===== src/rtl/pc_shooter.sv =====
// PC opponent shot engine: picks a player-board cell with an LFSR, falls back to a
// row-major scan after MAX_TRIES rejected candidates, then marks the cell hit or miss.
module pc_shooter #(
  parameter logic [7:0]  LFSR_SEED = 8'hA5,
  parameter int unsigned MAX_TRIES = 32
) (
  input  logic       clk,
  input  logic       rst,
  input  logic       pc_turn_State,
  input  logic [2:0] player_ship_amount_define,
  output logic [2:0] rd_i,
  output logic [2:0] rd_j,
  input  logic [1:0] rd_data,
  output logic       wr_en,
  output logic [2:0] wr_i,
  output logic [2:0] wr_j,
  output logic [1:0] wr_data,
  output logic       shot_done,
  output logic       shot_hit,
  output logic [2:0] shot_i,
  output logic [2:0] shot_j,
  output logic       no_target,
  output logic [2:0] hits_count,
  output logic       all_sunk
);

  localparam int unsigned TW = (MAX_TRIES > 1) ? $clog2(MAX_TRIES) : 1;
  localparam logic [TW-1:0] TRY_LAST = TW'(MAX_TRIES - 1);

  typedef enum logic [2:0] {IDLE, PICK, SCAN, WRITE, DONE} state_t;

  state_t        state_q;
  logic [7:0]    lfsr_q, lfsr_d;
  logic          turn_q;
  logic [TW-1:0] try_q;
  logic [2:0]    scan_i_q, scan_j_q;
  logic          wr_en_q, shot_done_q, shot_hit_q, no_target_q;
  logic [2:0]    wr_i_q, wr_j_q, shot_i_q, shot_j_q, hits_count_q;
  logic [1:0]    wr_data_q;

  logic [2:0] cand_i, cand_j, sel_i, sel_j;
  logic       cell_ok, cell_ship, pick_ok, accept, scan_last;

  assign lfsr_d    = {lfsr_q[6:0], lfsr_q[7] ^ lfsr_q[5] ^ lfsr_q[4] ^ lfsr_q[3]};
  assign cand_i    = lfsr_q[2:0];
  assign cand_j    = lfsr_q[5:3];
  assign cell_ok   = ~rd_data[1];
  assign cell_ship = (rd_data == 2'b01);
  assign pick_ok   = (cand_i <= 3'd4) && (cand_j <= 3'd4) && cell_ok;
  assign scan_last = (scan_i_q == 3'd4) && (scan_j_q == 3'd4);
  assign sel_i     = (state_q == PICK) ? cand_i : scan_i_q;
  assign sel_j     = (state_q == PICK) ? cand_j : scan_j_q;
  assign accept    = pc_turn_State &&
                     (((state_q == PICK) && pick_ok) || ((state_q == SCAN) && cell_ok));

  always_comb begin
    rd_i = '0;
    rd_j = '0;
    if (state_q == PICK || state_q == SCAN) begin
      rd_i = sel_i;
      rd_j = sel_j;
    end
  end

  always_ff @(posedge clk or posedge rst) begin
    if (rst) begin
      state_q      <= IDLE;
      lfsr_q       <= LFSR_SEED;
      turn_q       <= 1'b0;
      try_q        <= '0;
      scan_i_q     <= '0;
      scan_j_q     <= '0;
      wr_en_q      <= 1'b0;
      wr_i_q       <= '0;
      wr_j_q       <= '0;
      wr_data_q    <= '0;
      shot_done_q  <= 1'b0;
      shot_hit_q   <= 1'b0;
      shot_i_q     <= '0;
      shot_j_q     <= '0;
      no_target_q  <= 1'b0;
      hits_count_q <= '0;
    end else begin
      lfsr_q      <= lfsr_d;
      turn_q      <= pc_turn_State;
      // Strobes default low so each is a single-cycle pulse.
      wr_en_q     <= 1'b0;
      wr_i_q      <= '0;
      wr_j_q      <= '0;
      wr_data_q   <= '0;
      shot_done_q <= 1'b0;
      no_target_q <= 1'b0;
      case (state_q)
        IDLE: begin
          if (pc_turn_State && !turn_q) begin
            state_q  <= PICK;
            try_q    <= '0;
            scan_i_q <= '0;
            scan_j_q <= '0;
          end
        end
        PICK, SCAN: begin
          if (!pc_turn_State) begin
            state_q <= IDLE;
          end else if (accept) begin
            state_q    <= WRITE;
            wr_en_q    <= 1'b1;
            wr_i_q     <= sel_i;
            wr_j_q     <= sel_j;
            wr_data_q  <= cell_ship ? 2'b11 : 2'b10;
            shot_i_q   <= sel_i;
            shot_j_q   <= sel_j;
            shot_hit_q <= cell_ship;
            if (cell_ship && hits_count_q != 3'd7)
              hits_count_q <= hits_count_q + 3'd1;
          end else if (state_q == PICK) begin
            if (try_q == TRY_LAST) state_q <= SCAN;
            else                   try_q   <= try_q + TW'(1);
          end else if (scan_last) begin
            state_q     <= DONE;
            shot_done_q <= 1'b1;
            no_target_q <= 1'b1;
          end else if (scan_j_q == 3'd4) begin
            scan_j_q <= '0;
            scan_i_q <= scan_i_q + 3'd1;
          end else begin
            scan_j_q <= scan_j_q + 3'd1;
          end
        end
        WRITE: begin
          state_q     <= DONE;
          shot_done_q <= 1'b1;
        end
        DONE:    state_q <= IDLE;
        default: state_q <= IDLE;
      endcase
    end
  end

  assign wr_en      = wr_en_q;
  assign wr_i       = wr_i_q;
  assign wr_j       = wr_j_q;
  assign wr_data    = wr_data_q;
  assign shot_done  = shot_done_q;
  assign shot_hit   = shot_hit_q;
  assign shot_i     = shot_i_q;
  assign shot_j     = shot_j_q;
  assign no_target  = no_target_q;
  assign hits_count = hits_count_q;
  assign all_sunk   = (player_ship_amount_define != 3'd0) &&
                      (hits_count_q >= player_ship_amount_define);

endmodule


===== config.mk =====
export PLATFORM = sky130hd
export DESIGN_NAME = pc_shooter
export DESIGN_NICKNAME = d
export VERILOG_FILES = /design/src/rtl/pc_shooter.sv
export SDC_FILE = /design/constraint.sdc
export NUM_CORES = 1
export LEC_CHECK = 0
export CORE_UTILIZATION = 55
export DETAILED_ROUTE_END_ITERATION = 6
export DONT_BUFFER_PORTS = 1
export PLACE_DENSITY = 0.7
export SETUP_SLACK_MARGIN = 0.4
export SLEW_MARGIN = 20
export SYNTH_ARGS = -nofsm -noshare
export SYNTH_HDL_FRONTEND = slang
export SYNTH_SLANG_ARGS = --single-unit
export TNS_END_PERCENT = 5

===== constraint.sdc =====
create_clock -name clk -period 4 [get_ports clk]
set_clock_uncertainty 0.15 [all_clocks]
set_input_delay 0 -clock clk [delete_from_list [all_inputs] [get_ports clk]]
set_output_delay 0 -clock clk [all_outputs]
set_load 0.005 [all_outputs]

# Word-level counts from Yosys, hierarchy flattened
# Index checks and enable logic that the tools add are counted.
[totals]
ff_bits = 44
out_inout_bits = 28
[classes]
addsub = 4
n_lt_le_gt_ge = 3
n_eq_ne = 18
n_mux = 49
bitwise_logic = 4
reduce_logical = 22
[op_table]
columns = ["cell", "count"]
rows = [
  ["3-bit 2-to-1 mux", 27],
  ["5-bit 2-to-1 mux", 5],
  ["2-bit inequality test, second input constant", 8],
  ["3-bit one-hot mux with 2 select lines", 2],
  ["6-bit AND reduction", 2],
  ["5-bit inequality test, second input constant", 2],
  ["5-bit one-hot mux with 2 select lines", 1],
  ["3-bit by 1-bit adder with 3-bit output, second input constant", 3],
  ["1-bit logical AND", 9],
  ["1-bit 2-to-1 mux", 9],
  ["3-bit one-hot mux with 3 select lines", 1],
  ["7-bit AND reduction", 1],
  ["3-bit by 2-bit equality test with 1-bit output, second input constant", 2],
  ["3-bit equality test, second input constant", 2],
  ["3-bit <= comparator, second input constant", 2],
  ["2-bit 2-to-1 mux", 3],
  ["3-bit AND reduction", 2],
  ["5-bit by 1-bit adder with 5-bit output, second input constant", 1],
  ["5-bit equality test, second input constant", 1],
  ["4-bit AND reduction", 1],
  ["3-bit by 1-bit equality test with 1-bit output, second input constant", 1],
  ["3-bit greater-or-equal comparator", 1],
  ["3-bit logical NOT", 1],
  ["3-bit inequality test, second input constant", 1],
  ["9 further kinds", 12],
]

# Depth between registers and ports, before layout
[logic_depth]
word_depth = 9
depth_mapped = 7

# Worst setup path after synthesis
# Ideal clock, no wire load.
[synth_path]
path_kind = "reg-to-reg"
startpoint = "register try_q[0]"
endpoint = "register try_q[2]"
setup_ps = 126
t_arrival_ps = 1716
t_required_ps = 3724
setup_slack_ps = 2008
path_stages_with_launch = 8
path_buffers = 0
cell_sequence = "dfrtp_1 > ha_1 > and3_1 > ha_1 > nor2b_1 > o21ai_1 > or2_1 > a221o_1"
[synth_between]
elab_chain_len = 6
[synth_rtl]
columns = ["element", "line", "text"]
rows = [
  ["from (decl)", "35", "logic [TW-1:0] try_q;"],
  ["from (signal assigned)", "118", "else try_q <= try_q + TW'(1);"],
  ["5-bit by 1-bit adder with 5-bit output", "118", ""],
  ["5-bit 2-to-1 mux", "117", "if (try_q == TRY_LAST) state_q <= SCAN;"],
  ["5-bit 2-to-1 mux", "116", "end else if (state_q == PICK) begin"],
  ["5-bit 2-to-1 mux", "105", "end else if (accept) begin"],
  ["5-bit 2-to-1 mux", "103", "if (!pc_turn_State) begin"],
  ["5-bit one-hot mux with 2 select lines", "93", "case (state_q)"],
]
# Several ways; a longest one is shown, not always the timed one. The select of a mux whose other input is x is not followed.
# A chain may end at the register's enable or synchronous reset.

# Final worst setup path
[layout_path]
startpoint = "register state_q[0]"
endpoint = "register shot_j_q[2] (netlist: shot_j[2])"
[layout_between]
elab_chain_len = 5
[layout_rtl]
columns = ["element", "line", "text"]
rows = [
  ["from (decl)", "32", "state_t state_q;"],
  ["from (signal assigned)", "67", "state_q <= IDLE;"],
  ["from (signal assigned)", "96", "state_q <= PICK;"],
  ["from (signal assigned)", "104", "state_q <= IDLE;"],
  ["3-bit by 1-bit equality test with 1-bit output or 3-bit by 2-bit equality test with 1-bit output (tied branches)", "52, 54, 93", ""],
  ["1-bit logical AND", "54", "(((state_q == PICK) && pick_ok) || ((state_q == SCAN) && cell_ok));"],
  ["1-bit logical OR", "54", ""],
  ["1-bit logical AND", "53", "assign accept = pc_turn_State &&"],
  ["3-bit AND reduction (no line)", "-", ""],
  ["to (signal assigned)", "112", "shot_j_q <= sel_j;"],
  ["to (decl)", "38", "logic [2:0] wr_i_q, wr_j_q, shot_i_q, shot_j_q, hits_count_q;"],
]
# Several ways; a longest one is shown, not always the timed one.

==> impl_metrics.toml <==
[route]
drt_first_iter_violations = 94
drtAntennaViolNets = 0
drcViolationCount = 0
wl_per_cell_um = 17.5
viasPerCell = 6.09
totalWireLength_um = 4030
dr_total_vias = 1400
first_pass_iters = 4

[critical_path]
required_ns = 4.04
reg2reg_from = "state_q[0]"
r2r_slack_ns = 1.33
crit_path_start_kind = "flop"
setup.worst_path.class = "flop to flop"
rr_endpoint = "shot_j[2]"
crit_chain = "nor2b_1 > a31oi_1 > or3_1 > inv_6 > mux2_1"
slowest_stage = "nor2b_1"
cp_max_fo = 11
reg2reg_depth = 5
max_stage_delay_ns = 0.64
end_kind = "flop"
arrival_ns = 2.71

[clock_tree]
cts_buffers = 5
clk_pin_slew_ns = 0.08
clockBufferDepth = 2
htreeDepth = 2
cts_root_buf = "clkbuf_8"
postCtsSetupBuffers = 0
cts_sinks = 43
clock_latency_ns = 0.30
cts_tree = "done"

[power]
p_total_w = 0.00125
p_clk_frac = 0.226
power_switching_w = 0.000464
power_density_nw_per_um2 = 570
cellInternalPower_w = 0.000789
ir_worst_vdd_mv = 0.270
swShare = 0.370
total_leakage_power_nw = 1.03
p_comb_frac = 0.295
power.share.sequential = 0.479

[yosys]
syn_nets = 196
synth.cell_area_um2 = 2030
ys_seq_area_frac = 0.534
synthFlopType = "dfrtp_1"
synthCells = 177
synthArstFlopShare = 1.00
synth.avg_cell_area_um2 = 11.4
netlist.area_leader.share = 0.482
yosysUniqueCellTypes = 49
synth_most_common_cell = "dfrtp_1"
synth_largest_area_cell = "dfrtp_1"
ys_ff_latch = 43
synth_top_cells_by_area = "dfrtp_1 48%, ha_1 6.8%, dfstp_2 5.2%"
synthTopCellsByCount = "39 x dfrtp_1, 12 x nor2_1, 11 x ha_1"
synth-edff-count = 0
synth_warnings = 0

[floorplan]
fp.dieArea_um2 = 3930
row_count = 21
initial_core_util = 0.589
dieHeight_um = 62.7
boundaryPins = 36
core_um2 = 3440
die_w_um = 62.7

[placement]
dp_hpwl_um = 2810
portBuffers = 0
dpl_cell_area_um2 = 2050
place_congestion = 0.854

[global_route]
grt_pass1_vias = 1380
antenna_found_initial = 0
grt_start_max_net_pins = 44
grt.overflow.total = 0
grt_first_pass_wirelength_um = 6850
grt_use_total = 0.233

[sta]
hold_viol_final = 1
max_slew_margin = 0.507
rsz0062_at_grt = "false"
hold_ws_ns = -0.0000826
post-route-period-util = 0.668
max_freq_mhz = 374
fin_tns_setup_ns = 0
setup_violations = 0
period_minus_slack_ns = 2.67
worstMarginPinSlew_ns = 0.738
drv_slew = 0

[layout]
num_antenna_cells = 0
fin_area_um2 = 2200
nets = 202
fillCellCount = 285
syn2layout_area_growth_pct = 8.46
drive_gt1_frac = 0.130

[hold_path]
holdPathEnd = "all_sunk"
hp-class = "input port to output pin"
worstHoldStart = "player_ship_amount_define[2]"
whs_path_depth = 2

[job]
cap_violations = 0

[run_status]
status = "complete, but fails checks"
violations = "negative hold slack"
[worst max-delay path: cells and delay by family, from the launching register on]
kind	cells	cell delay, ns
muxes	1	0.34
and+or+nand+nor	2	1.18
buffers and inverters	1	0.16
AOI/OAI and AO/OA	1	0.23
DFF	1	0.47
[layout make-up]
cell class                      count  area [um2]  share of cell area
Clock buffer                        5        68.8              0.0313
Clock inverter                      3        23.8              0.0108
Inverter                           10        42.5              0.0194
Multi-Input combinational cell    117         866               0.394
Sequential cell                    43        1080               0.492
Tap cell                           46        57.6              0.0262
Timing Repair Buffer                6        57.6              0.0262
[registers in the layout, summed over array words and instances (netlist names), 2 cells and up]
name        count
scan_j_q        3
lfsr_q          8
wr_j            3
shot_j          3
wr_data         2
hits_count      3
state_q         3
scan_i_q        3
wr_i            3
shot_i          3
try_q           5
[placed cells by master, fill, tap and decap left out, drive strengths merged, types with 2 or more instances in the layout]
master,instances
dfrtp,39
nor2,12
mux2,12
ha,11
inv,11
o21ai,9
nand2,7
nor3,7
a22oi,6
a21oi,5
clkbuf,5
dlygate4sd3,5
nor3b,5
nor2b,4
dfstp,4
nand2b,3
mux2i,3
xnor2,3
a31oi,2
o311ai,2
nand3,2
o21a,2
clkinvlp,2
nor4,2
or2,2
[worst max-delay path by stage]
| stage | from | end |
|---|---|---|
| after floorplan | try_q[0] | try_q[2] |
| after global placement | state_q[0] | shot_i[1] |
| after detailed placement | state_q[0] | shot_j[2] |
| after CTS | state_q[0] | shot_j[2] |
| after global routing | state_q[0] | shot_j[2] |
| final | state_q[0] | shot_j[2] |
[metrics by stage]
step / cells / hold slack (ns) / util / setup WS, ns
6_report: 230 / -0.0000826 / 0.638 / 1.33
5_1_grt: 230 / 0.00628 / 0.638 / 1.19
4_1_cts: 230 / 0.00466 / 0.638 / 1.36
3_5_place_dp: 217 / -0.118 / 0.597 / 1.39
3_3_place_gp: 217 / -0.118 / 0.597 / 1.58
2_1_floorplan: 177 / -0.119 / - / 2.01
[power groups by stage]
stage / sequential, W / combinational, W / clock (W)
floorplan: 0.000567 / 0.000319 / 0
finish: 0.000600 / 0.000370 / 0.000282
global route: 0.000615 / 0.000418 / 0.000313
global placement: 0.000599 / 0.000340 / 0
detailed placement: 0.000607 / 0.000361 / 0
CTS: 0.000598 / 0.000367 / 0.000295
[repair_timing]
| action | 4_1_cts | 5_1_grt |
|---|---|---|
| hold buffers | 5 | 0 |
| endpoints found under the hold margin | 62 | 0 |
| resized for setup | 0 | 0 |
[per-layer routing]
| metal | vias to the layer above | wire length (um) | track usage |
|---|---|---|---|
| li1 | 643 | - | - |
| met1 | 681 | 1810 | 0.320 |
| met2 | 64 | 1890 | 0.346 |
| met3 | 12 | 213 | 0.0456 |
| met4 | 0 | 112 | 0.131 |
| met5 | - | 0 | 0 |
[kinds of logic after synthesis]
family,share of synthesized area
flops,0.534
buf+inv,0.0389
mux,0.0815
fa+ha+maj,0.0679
simple gates,0.140
compound gates,0.120
xor+xnor,0.0173
Note: power is estimated with default switching activity, not from simulation.
